### config.mk
export PLATFORM = sky130hd
export DESIGN_NAME = fb_pattern_fill
export DESIGN_NICKNAME = d
export VERILOG_FILES = /design/src/rtl/fb_pkg.sv /design/src/rtl/fb_xy_scan.sv /design/src/rtl/fb_pattern_fill.sv
export SDC_FILE = /design/constraint.sdc
export NUM_CORES = 1
export LEC_CHECK = 0
export ABC_AREA = 1
export CAP_MARGIN = 0
export CORE_ASPECT_RATIO = 1.75
export CORE_MARGIN = 3
export CORE_UTILIZATION = 49
export DETAILED_ROUTE_END_ITERATION = 10
export PLACE_DENSITY_LB_ADDON = 0.2
export REMOVE_ABC_BUFFERS = 1
export SYNTH_ARGS = -nofsm -noshare
export SYNTH_HDL_FRONTEND = slang
export SYNTH_SLANG_ARGS = --single-unit
### constraint.sdc
create_clock -name pclk -period 2.32 [get_ports pclk]
set_input_delay 0.464 -clock pclk [delete_from_list [all_inputs] [get_ports pclk]]
set_output_delay 0.464 -clock pclk [all_outputs]
set_load 0.01 [all_outputs]
### src/rtl/fb_pkg.sv
// Shared types and constants for the framebuffer fill engine:
// pattern modes, FSM states, the RGB332 bar palette and elaboration helpers.
package fb_pkg;

  typedef enum logic [2:0] {
    MODE_SOLID   = 3'd0,
    MODE_VBARS   = 3'd1,
    MODE_HBARS   = 3'd2,
    MODE_CHECKER = 3'd3,
    MODE_ADDR    = 3'd4
  } mode_t;

  typedef enum logic [1:0] {
    ST_IDLE,
    ST_FILL,
    ST_DONE
  } state_t;

  localparam int unsigned BAR_W = 3;

  localparam logic [7:0] PALETTE [8] = '{
    8'hE0, 8'h1C, 8'h03, 8'hFF, 8'hFC, 8'h1F, 8'hE3, 8'h00
  };

  // Counter width for 0..value-1, never narrower than one bit.
  function automatic int unsigned clog2(input int unsigned value);
    int unsigned width;
    width = 1;
    while ((32'd1 << width) < value) width++;
    return width;
  endfunction

  // Position of bar boundary j; unused slots get an unreachable value.
  function automatic int unsigned bar_bound(input int unsigned j,
                                            input int unsigned total,
                                            input int unsigned bars);
    if (j + 1 < bars) return ((j + 1) * total) / bars;
    return 32'hFFFF_FFFF;
  endfunction

endpackage

### src/rtl/fb_xy_scan.sv
// Raster position tracker: x/y counters, per-axis bar indices and the
// last-pixel flag, plus the values those take after the pending update.
module fb_xy_scan
  import fb_pkg::*;
#(
  parameter int unsigned H_ACTIVE = 640,
  parameter int unsigned V_ACTIVE = 400,
  parameter int unsigned NUM_BARS = 3
) (
  input  logic                          pclk,
  input  logic                          reset_n,
  input  logic                          advance,
  input  logic                          clear,
  output logic [clog2(H_ACTIVE)-1:0]    x_nxt,
  output logic [clog2(V_ACTIVE)-1:0]    y_nxt,
  output logic [BAR_W-1:0]              xbar_nxt,
  output logic [BAR_W-1:0]              ybar_nxt,
  output logic                          last
);

  localparam int unsigned XW = clog2(H_ACTIVE);
  localparam int unsigned YW = clog2(V_ACTIVE);

  logic [XW-1:0]    x;
  logic [YW-1:0]    y;
  logic [BAR_W-1:0] xbar, ybar;
  logic [XW:0]      x_inc;
  logic [YW:0]      y_inc;
  logic             x_end, y_end;
  logic [XW:0]      xb_bound [8];
  logic [YW:0]      yb_bound [8];

  for (genvar j = 0; j < 8; j++) begin : g_bound
    assign xb_bound[j] = (XW+1)'(bar_bound(j, H_ACTIVE, NUM_BARS));
    assign yb_bound[j] = (YW+1)'(bar_bound(j, V_ACTIVE, NUM_BARS));
  end

  assign x_inc = {1'b0, x} + (XW+1)'(1);
  assign y_inc = {1'b0, y} + (YW+1)'(1);
  assign x_end = (x == XW'(H_ACTIVE - 1));
  assign y_end = (y == YW'(V_ACTIVE - 1));
  assign last  = x_end && y_end;

  // Bar index steps when the incremented coordinate lands on the next boundary.
  always_comb begin
    x_nxt    = x;
    y_nxt    = y;
    xbar_nxt = xbar;
    ybar_nxt = ybar;
    if (clear) begin
      x_nxt    = '0;
      y_nxt    = '0;
      xbar_nxt = '0;
      ybar_nxt = '0;
    end else if (advance) begin
      if (x_end) begin
        x_nxt    = '0;
        xbar_nxt = '0;
        if (y_end) begin
          y_nxt    = '0;
          ybar_nxt = '0;
        end else begin
          y_nxt = y_inc[YW-1:0];
          if (y_inc == yb_bound[ybar]) ybar_nxt = ybar + BAR_W'(1);
        end
      end else begin
        x_nxt = x_inc[XW-1:0];
        if (x_inc == xb_bound[xbar]) xbar_nxt = xbar + BAR_W'(1);
      end
    end
  end

  always_ff @(posedge pclk or negedge reset_n) begin
    if (!reset_n) begin
      x    <= '0;
      y    <= '0;
      xbar <= '0;
      ybar <= '0;
    end else begin
      x    <= x_nxt;
      y    <= y_nxt;
      xbar <= xbar_nxt;
      ybar <= ybar_nxt;
    end
  end

endmodule

### src/rtl/fb_pattern_fill.sv
// Framebuffer fill engine: on start, streams one H_ACTIVE x V_ACTIVE test
// pattern into the framebuffer write port with ready/valid backpressure.
module fb_pattern_fill
  import fb_pkg::*;
#(
  parameter int unsigned H_ACTIVE    = 640,
  parameter int unsigned V_ACTIVE    = 400,
  parameter int unsigned ADDR_W      = 32,
  parameter int unsigned DATA_W      = 8,
  parameter int unsigned NUM_BARS    = 3,
  parameter int unsigned CHECK_SHIFT = 5
) (
  input  logic              pclk,
  input  logic              reset_n,
  input  logic              start,
  input  logic              abort,
  input  logic [2:0]        mode,
  input  logic [DATA_W-1:0] color0,
  input  logic [DATA_W-1:0] color1,
  input  logic [ADDR_W-1:0] fb_base,
  input  logic              wr_ready,
  output logic              wr_en,
  output logic [ADDR_W-1:0] wr_addr,
  output logic [DATA_W-1:0] wr_data,
  output logic              busy,
  output logic              done
);

  localparam int unsigned XW = clog2(H_ACTIVE);
  localparam int unsigned YW = clog2(V_ACTIVE);

  state_t            state, state_nxt;
  logic [2:0]        mode_q;
  logic [DATA_W-1:0] color0_q, color1_q;
  logic              load, xfer, last;
  logic [XW-1:0]     x_nxt, xs;
  logic [YW-1:0]     y_nxt, ys;
  logic [BAR_W-1:0]  xbar_nxt, ybar_nxt;
  logic [2:0]        sel_mode;
  logic [DATA_W-1:0] sel_c0, sel_c1, pix_nxt;
  logic [ADDR_W-1:0] addr_nxt;

  assign load = (state == ST_IDLE) && start;
  assign xfer = (state == ST_FILL) && wr_ready;

  fb_xy_scan #(
    .H_ACTIVE (H_ACTIVE),
    .V_ACTIVE (V_ACTIVE),
    .NUM_BARS (NUM_BARS)
  ) u_scan (
    .pclk     (pclk),
    .reset_n  (reset_n),
    .advance  (xfer),
    .clear    (load),
    .x_nxt    (x_nxt),
    .y_nxt    (y_nxt),
    .xbar_nxt (xbar_nxt),
    .ybar_nxt (ybar_nxt),
    .last     (last)
  );

  // Pixel for the beat after this edge; on load the live inputs stand in for
  // the not-yet-latched copies so pixel (0,0) is registered with everything else.
  always_comb begin
    sel_mode = load ? mode   : mode_q;
    sel_c0   = load ? color0 : color0_q;
    sel_c1   = load ? color1 : color1_q;
    addr_nxt = load ? fb_base : wr_addr + ADDR_W'(1);
    xs       = x_nxt >> CHECK_SHIFT;
    ys       = y_nxt >> CHECK_SHIFT;
    pix_nxt  = sel_c0;
    case (sel_mode)
      MODE_VBARS:   pix_nxt = DATA_W'(PALETTE[xbar_nxt]);
      MODE_HBARS:   pix_nxt = DATA_W'(PALETTE[ybar_nxt]);
      MODE_CHECKER: pix_nxt = (xs[0] ^ ys[0]) ? sel_c1 : sel_c0;
      MODE_ADDR:    pix_nxt = DATA_W'(addr_nxt);
      default:      pix_nxt = sel_c0;
    endcase
  end

  always_ff @(posedge pclk or negedge reset_n) begin
    if (!reset_n) state <= ST_IDLE;
    else          state <= state_nxt;
  end

  always_comb begin
    state_nxt = state;
    case (state)
      ST_IDLE: if (start) state_nxt = ST_FILL;
      ST_FILL: begin
        if (abort)                  state_nxt = ST_IDLE;
        else if (wr_ready && last)  state_nxt = ST_DONE;
      end
      ST_DONE: state_nxt = ST_IDLE;
      default: state_nxt = ST_IDLE;
    endcase
  end

  always_comb begin
    wr_en = (state == ST_FILL);
    busy  = (state == ST_FILL);
    done  = (state == ST_DONE);
  end

  always_ff @(posedge pclk or negedge reset_n) begin
    if (!reset_n) begin
      mode_q   <= '0;
      color0_q <= '0;
      color1_q <= '0;
      wr_addr  <= '0;
      wr_data  <= '0;
    end else begin
      if (load) begin
        mode_q   <= mode;
        color0_q <= color0;
        color1_q <= color1;
      end
      if (load || xfer) begin
        wr_addr <= addr_nxt;
        wr_data <= pix_nxt;
      end
    end
  end

endmodule

==> summary.txt, run 1 <==
Cells and area
  • Number of diodes: 0
  • Non-filler cells, final: 1094
  • Layout area overhead: 41.20%
  • Nets: between 1000 and 1500
  • Layout cell share with drive strength beyond 1: a little under a quarter
  • Commonest non-fill, non-tap cells in the layout: nand2_1, clkdlybuf4s50_1, inv_1
  • Commonest non-fill, non-tap cell in the layout: nand2_1
  • Final core occ: 71.48%

Worst hold path
  • Hold WC Path Type: in2async

Power
  • Clk pwr share: 24.7%
  • Peak VDD IR: between 0.5 and 0.6 mV
  • Total power: 0.006142 W
  • Net switching power: 0.002294 W
  • Sequential share of power: 35.9%
  • Power Dens Cells: 765.1 nW/um2
  • Power Internal: 0.003848 W
  • Leakage power: 3.749 nW
  • Combinational share of power: 39.4%
  • Net Sw Frac: 37.34%

Detailed routing
  • Post-DRT Antenna Nets: 0
  • WL/cell: 15.93 um
  • Routed vias: ~6000
  • Pre-antenna DRT Iters: 7
  • DRT Wirelength: 17430 um
  • Number of vias per cell: 5.498
  • 1st-iter DRT viols: 331
  • DRC viols: 0

Global routing
  • Initial antenna violation count: 0
  • GRT Total Usage: 26.76%
  • GRT overflow: 0
  • GR Layer Usage met1: about 28%
  • Pin count of the biggest net entering global routing: 44
  • Met2 usage: roughly half
  • Met3 Usage GRT: around 3.7%
  • Vias in the first global route: slightly above 6000
  • Global-route wire length before repair: 27610 um
  • Busiest layer in global routing: met2

Worst setup path
  • Req. time, crit path: between 2000 and 3000 ps
  • Reg2reg start: u_scan.x[0]
  • Critical setup path kind: reg2reg
  • Reg-to-reg slack, setup: -130 ps
  • Crit-path max FO: 5
  • R2r endpoint: wr_data[4]
  • Critical Path Max Stage Delay: 420 ps
  • CP endpoint kind: flop
  • Worst-path cell chain: ha_4, nand2_4, nor2_4, buf_6, buf_6, nand3_2, nand2_1, nand2_1, nor2_1, nand2_1, nor2_4, nand4_1, nand2_1, nand2_2, inv_2, nand2_2, nand3_2, nand2_4, nor3_2, nor2_1
  • Startpoint class of the critical path: flop
  • Arr. time, crit path: roughly 2700 ps
  • Critical path's slowest cell: dfrtp_1
  • FF-to-FF path depth: 20
  • Most frequent CP cell: nand2_1

Synthesis
  • Synth Warn #: 0
  • Synth area leader: dfrtp_1
  • Post-Synthesis Cell Area: roughly 5700 um2
  • Most used DFF post-synth: dfrtp_1
  • Register area share after synthesis: 37.85%
  • Flops & latches, synth: 86
  • Async set-reset flop share out of synthesis: 100.0%
  • Syn Inst Count: 788
  • Post-synth cell types: 48
  • Synth Area per Inst: 7.215 um2
  • Synth top area share: 37.85%
  • Post-synth EDFFs: 0
  • Top post-synthesis cells by area: dfrtp_1, nand2_1, inv_1

Run status
  • Violated checks: setup timing
  • Status: complete, but fails checks

Floorplanning
  • Core area: about 11000 um2
  • Die height: 148.5 um
  • DIE AREA: 12980 um2
  • Top Ports: 99
  • Number of cell rows: roughly 50
  • Die X: 87.43 um
  • Initial Util: 50.62%

Clocking
  • Maximum clock path buffer count: 2
  • CTS root buf: clkbuf_16
  • Clk_lat worst skew: 340 ps
  • H-tree depth: 3
  • Hold buffer count at CTS: 0
  • TritonCTS buffer count: 9
  • CTS clk-pin slew, worst paths: roughly 70 ps
  • CTS tree: built
  • Num Clock Sinks: 86

STA
  • Fin crit share: 105.7%
  • Fin. max-slew vios: 0
  • Setup ws final: -132.8 ps
  • Final Hold Viols: 0
  • Worst slew margin: 72.95%
  • Crit path time final: 2453 ps
  • Worst Clk Skew: 8.542 ps
  • Worst-margin pin slew: 402.1 ps
  • Max Freq: 407.7 MHz
  • RSZ-0062 raised after global routing: true
  • # setup viols final: 9

Placement
  • Placed cells: between 1000 and 1500
  • Dpl hpwl: 12560 um
  • Buffers on Ports: ~100
  • GPL Wtd Cong: around 0.90

Flow run
  • Max_cap viols: 0
[repair_timing]
| item | in CTS | in global routing |
|---|---|---|
| gates resized for setup | 32 | 70 |
| pin swaps | 27 | 60 |
| buffers inserted | 10 | 16 |
| setup endpoints to repair | 10 | 20 |
| cloned | 0 | 1 |
[cells in the mapped netlist (all sizes together), types with 3 or more instances]
cell and count:
xnor2 8, nand3 63, or2 13, o211ai 8, nand3b 3, nor3 12, mux2i 5, nand4 15
buf 7, xor2 21, dfrtp 86, o22ai 13, nand2 270, nor4 4, clkbuf 13, o21ai 54
o221ai 3, nor2 63, inv 100, a21oi 10, ha 9
[cell type report]
type	count	area, um2
clock buffer	9	225.2
clock inverter	7	81.33
fill	878	3203
inverter	101	379.1
multi-input combinational	582	3397
sequential	86	2157
tap	132	165.2
timing repair buffer	177	1623
[through the flow]
step / hold WS, ps / setup TNS [ps] / area (um2) / setup slack [ps]
after floorplan: 168.4 / -888.3 / 5589 / -178.0
after global placement: 385.2 / -749.6 / 7151 / -139.6
after detailed placement: 384.7 / -1581 / 7151 / -214.0
after CTS: 27.03 / -152.8 / 7666 / -41.36
after global routing: 32.99 / -2216 / 8028 / -312.2
final: 25.28 / -428.4 / 8028 / -132.8
[how the worst max path moves through the flow]
stage / start / endpoint / slack [ps] / depth (start not counted)
2_1_floorplan: state[0] / wr_data[5] / -180 / 17
3_5_place_dp: start / wr_data[3] / -210 / 12
4_1_cts: u_scan.y[0] / wr_data[6] / -40 / 18
6_report: u_scan.x[0] / wr_data[4] / -130 / 20
3_3_place_gp: wr_ready / wr_data[5] / -140 / 15
5_1_grt: u_scan.x[0] / wr_data[4] / -310 / 20
[kinds of logic after synthesis]
kind of cell / Yosys count / share of synthesized area [%]
simple gates: 443 / 36.40
xor+xnor: 29 / 4.600
compound gates: 95 / 9.926
fa+ha+maj: 9 / 1.981
buf+inv: 121 / 8.363
flops: 86 / 37.85
mux: 5 / 0.8803
[routing by layer]
metal	vias to the layer above	wire, um
met5	-	0
met4	0	929
met3	68	704
met2	221	9871
met1	2860	5924
li1	2866	-
[flip-flops by register name (all words and copies together), names as in the netlist]
register and flops:
u_scan.xbar 3, wr_data 8, mode_q 3, wr_addr 32, u_scan.ybar 3, color1_q 8
u_scan.x 10, state 2, color0_q 8, u_scan.y 9
[power by group through the flow]
stage	Combinational, W	Clock, W	Sequential, W
after global routing	0.00265	0.00159	0.00224
after global placement	0.00213	0	0.00219
after detailed placement	0.00220	0	0.00219
after CTS	0.00226	0.00152	0.00219
after floorplan	0.000978	0	0.00223
final	0.00242	0.00152	0.00220
[worst max-delay path: cells and delay by family, from the launching register on]
family,cells,cell delay [ps]
adder cells (fa/ha/maj),1,190
flip-flops,1,420
AND/OR/NAND/NOR,16,1450
buffers and inverters,3,290
Power figures use the tool's default switching activity.
==> inputs of run 2 (changes only) <==
--- a/config.mk
+++ b/config.mk
@@ -11,6 +11,7 @@
 export CORE_MARGIN = 3
 export CORE_UTILIZATION = 49
 export DETAILED_ROUTE_END_ITERATION = 10
+export HOLD_SLACK_MARGIN = 0.15
 export PLACE_DENSITY_LB_ADDON = 0.2
 export REMOVE_ABC_BUFFERS = 1
 export SYNTH_ARGS = -nofsm -noshare
==> run 2 against run 1 <==
  * The flow still finishes with violations (setup timing)
  * Flip-flop and latch count unchanged
  * Global-route usage shrank 0.057 points
  * Critical path type unchanged
  * Cell count about the same
  * Hold slack better by 480 ps
  * Power is essentially flat
  * Final area grew 0.12%
  * Via count hardly changed
  * Worst setup slack worse by 0.92 ps
==> summary.txt, run 2 (synthesized netlist as in run 1, its figures left out) <==
Run status
  • Status: complete, but fails checks
  • Violated checks: setup timing

Detailed routing
  • 1st-iter DRT viols: 286
  • Post-DRT Antenna Nets: 0
  • Max Used Layer: met4
  • Met3 wire len: 655 um
  • Number of vias per cell: between 5 and 6
  • DRT Wirelength: 17400 um
  • Met2 WL: 9777 um
  • WL/cell: 15.89 um
  • Pre-antenna DRT Iters: 7
  • DRC viols: 0
  • Routed vias: 6019
  • DRT met1 WL: ~6000 um

Cells and area
  • Commonest non-fill, non-tap cell in the layout: nand2_1
  • Number of diodes: 0
  • Max FFs per register: 32
  • Fill cell count: a little under 900
  • Commonest non-fill, non-tap cells in the layout: nand2_1, clkdlybuf4s50_1, inv_1
  • Top reg by flops: wr_addr
  • Storage cell area: 2157 um2
  • Layout area overhead: 41.37%
  • Multi-input gate area: 3397 um2
  • Final core occ: a little under three quarters
  • Layout cell share with drive strength beyond 1: 23.78%
  • Largest regs: wr_addr (32), u_scan.x (10), u_scan.y (9)
  • Nets: ~1000

Clocking
  • Maximum clock path buffer count: 2
  • H-tree depth: 3
  • CTS tree: built
  • TritonCTS buffer count: 9
  • Num Clock Sinks: 86
  • CTS clk-pin slew, worst paths: around 70 ps
  • CTS root buf: clkbuf_16
  • Clk_lat worst skew: 340 ps

Power
  • Net switching power: 0.002291 W
  • Net Sw Frac: 37.31%
  • Sequential share of power: a little over a third
  • Power Internal: around 0.0038 W
  • Clk pwr share: about a quarter
  • Total power: about 0.006 W
  • Peak VDD IR: 0.5321 mV
  • Combinational share of power: between 30 and 40%
  • Leakage power: 3.753 nW
  • Power Dens Cells: 764.0 nW/um2

Placement
  • GPL Wtd Cong: roughly 0.9
  • Dpl hpwl: 12560 um
  • Buffers on Ports: 98

Floorplanning
  • DIE AREA: approximately 13000 um2
  • Initial Util: 50.62%
  • Die height: roughly 150 um
  • Die X: a little under 90 um
  • Top Ports: 99
  • Core area: about 11000 um2
  • Number of cell rows: 51

Worst setup path
  • Critical path's slowest cell: dfrtp_1
  • Critical path depth: 20
  • Most frequent CP cell: nand2_1
  • Startpoint class of the critical path: flop
  • CP top delay family: simple AND/OR/NAND/NOR gates
  • Worst-path cell chain: ha_4, nand2_4, nor2_4, buf_6, buf_6, nand3_2, nand2_1, nand2_1, nor2_1, nand2_1, nor2_4, nand4_1, nand2_1, nand2_2, inv_2, nand2_2, nand3_2, nand2_4, nor3_2, nor2_1
  • Reg-to-reg slack, setup: -130 ps
  • CP bufs+invs: 3
  • Arr. time, crit path: 2690 ps
  • CP endpoint kind: flop
  • Critical setup path kind: reg2reg
  • Crit-path max FO: 5
  • Reg2reg start: u_scan.x[0]
  • FF-to-FF path depth: 20
  • Req. time, crit path: 2550 ps
  • Critical Path Max Stage Delay: around 420 ps
  • R2r endpoint: wr_data[4]

Global routing
  • Pin count of the biggest net entering global routing: 44
  • Vias in the first global route: 6107
  • Global-route wire length before repair: between 20000 and 30000 um
  • GRT Total Usage: 26.70%
  • GRT overflow: 0
  • Initial antenna violation count: 0

STA
  • Worst Clk Skew: 8.419 ps
  • Crit path time final: 2454 ps
  • Fin crit share: 105.8%
  • Worst-margin pin slew: 398.7 ps
  • RSZ-0062 raised after global routing: true
  • Final Hold Viols: 0
  • Fin. max-slew vios: 0
  • Worst slew margin: 73.17%
  • Max Freq: 407.5 MHz
  • # setup viols final: 9
  • Setup ws final: -133.8 ps

Worst hold path
  • Hold WC Path Type: reg2reg
  • HP Start: wr_data[1]
  • Hold EP: wr_data[1]
  • Hold depth: 2

Flow run
  • Max_cap viols: 0
[run 2: worst min-delay path: cells and delay by family (launching register included)]
kind             cells  cell delay, ps
and+or+nand+nor      2             130
DFF                  1             360
[run 2: power by group through the flow]
stage	Sequential, W	Clock, W	Combinational (W)
2_1_floorplan	0.00223	0	0.000978
3_3_place_gp	0.00219	0	0.00213
3_5_place_dp	0.00219	0	0.00220
4_1_cts	0.00219	0.00152	0.00226
5_1_grt	0.00224	0.00159	0.00265
6_report	0.00220	0.00151	0.00242
[run 2: how the worst max path moves through the flow]
stage                            end        start  slack (ps)
final                     wr_data[4]  u_scan.x[0]        -130
after detailed placement  wr_data[3]        start        -210
after floorplan           wr_data[5]     state[0]        -180
after global routing      wr_data[4]  u_scan.x[0]        -310
after CTS                 wr_data[6]  u_scan.y[0]         -40
after global placement    wr_data[5]     wr_ready        -140
[run 2: through the flow]
stage	TNS (ps)	cells	hold slack (ps)	worst slack, ps	cell area [um2]
2_1_floorplan	-888.3	768	168.4	-178.0	5589
5_1_grt	-2216	1095	529.4	-312.2	8038
4_1_cts	-152.8	1079	509.9	-41.36	7676
3_3_place_gp	-749.6	1052	385.2	-139.6	7151
3_5_place_dp	-1581	1052	384.7	-214.0	7151
6_report	-454.8	1095	509.7	-133.8	8038
[run 2: metal layers]
layer  global-route usage (%)  vias to the layer above
met4                    13.44                        0
met1                    27.84                     2872
li1                         -                     2868
met5                        0                        -
met3                    3.659                       69
met2                    50.15                      210
[run 2: what timing repair did]
action / in CTS / in global routing
setup endpoints to repair: 10 / 20
hold buffers: 1 / 0
pin swaps: 27 / 60
gates resized for setup: 32 / 70
endpoints found under the hold margin: 19 / 0
buffers inserted: 10 / 16
cloned: 0 / 1
[run 2: area by class of cell]
cell class                      count  share of cell area (%)
Tap cell                          132                   2.055
Sequential cell                    86                   26.84
Multi-Input combinational cell    582                   42.26
Timing Repair Buffer              178                   20.31
Clock inverter                      7                   1.012
Inverter                          101                   4.717
Clock buffer                        9                   2.802
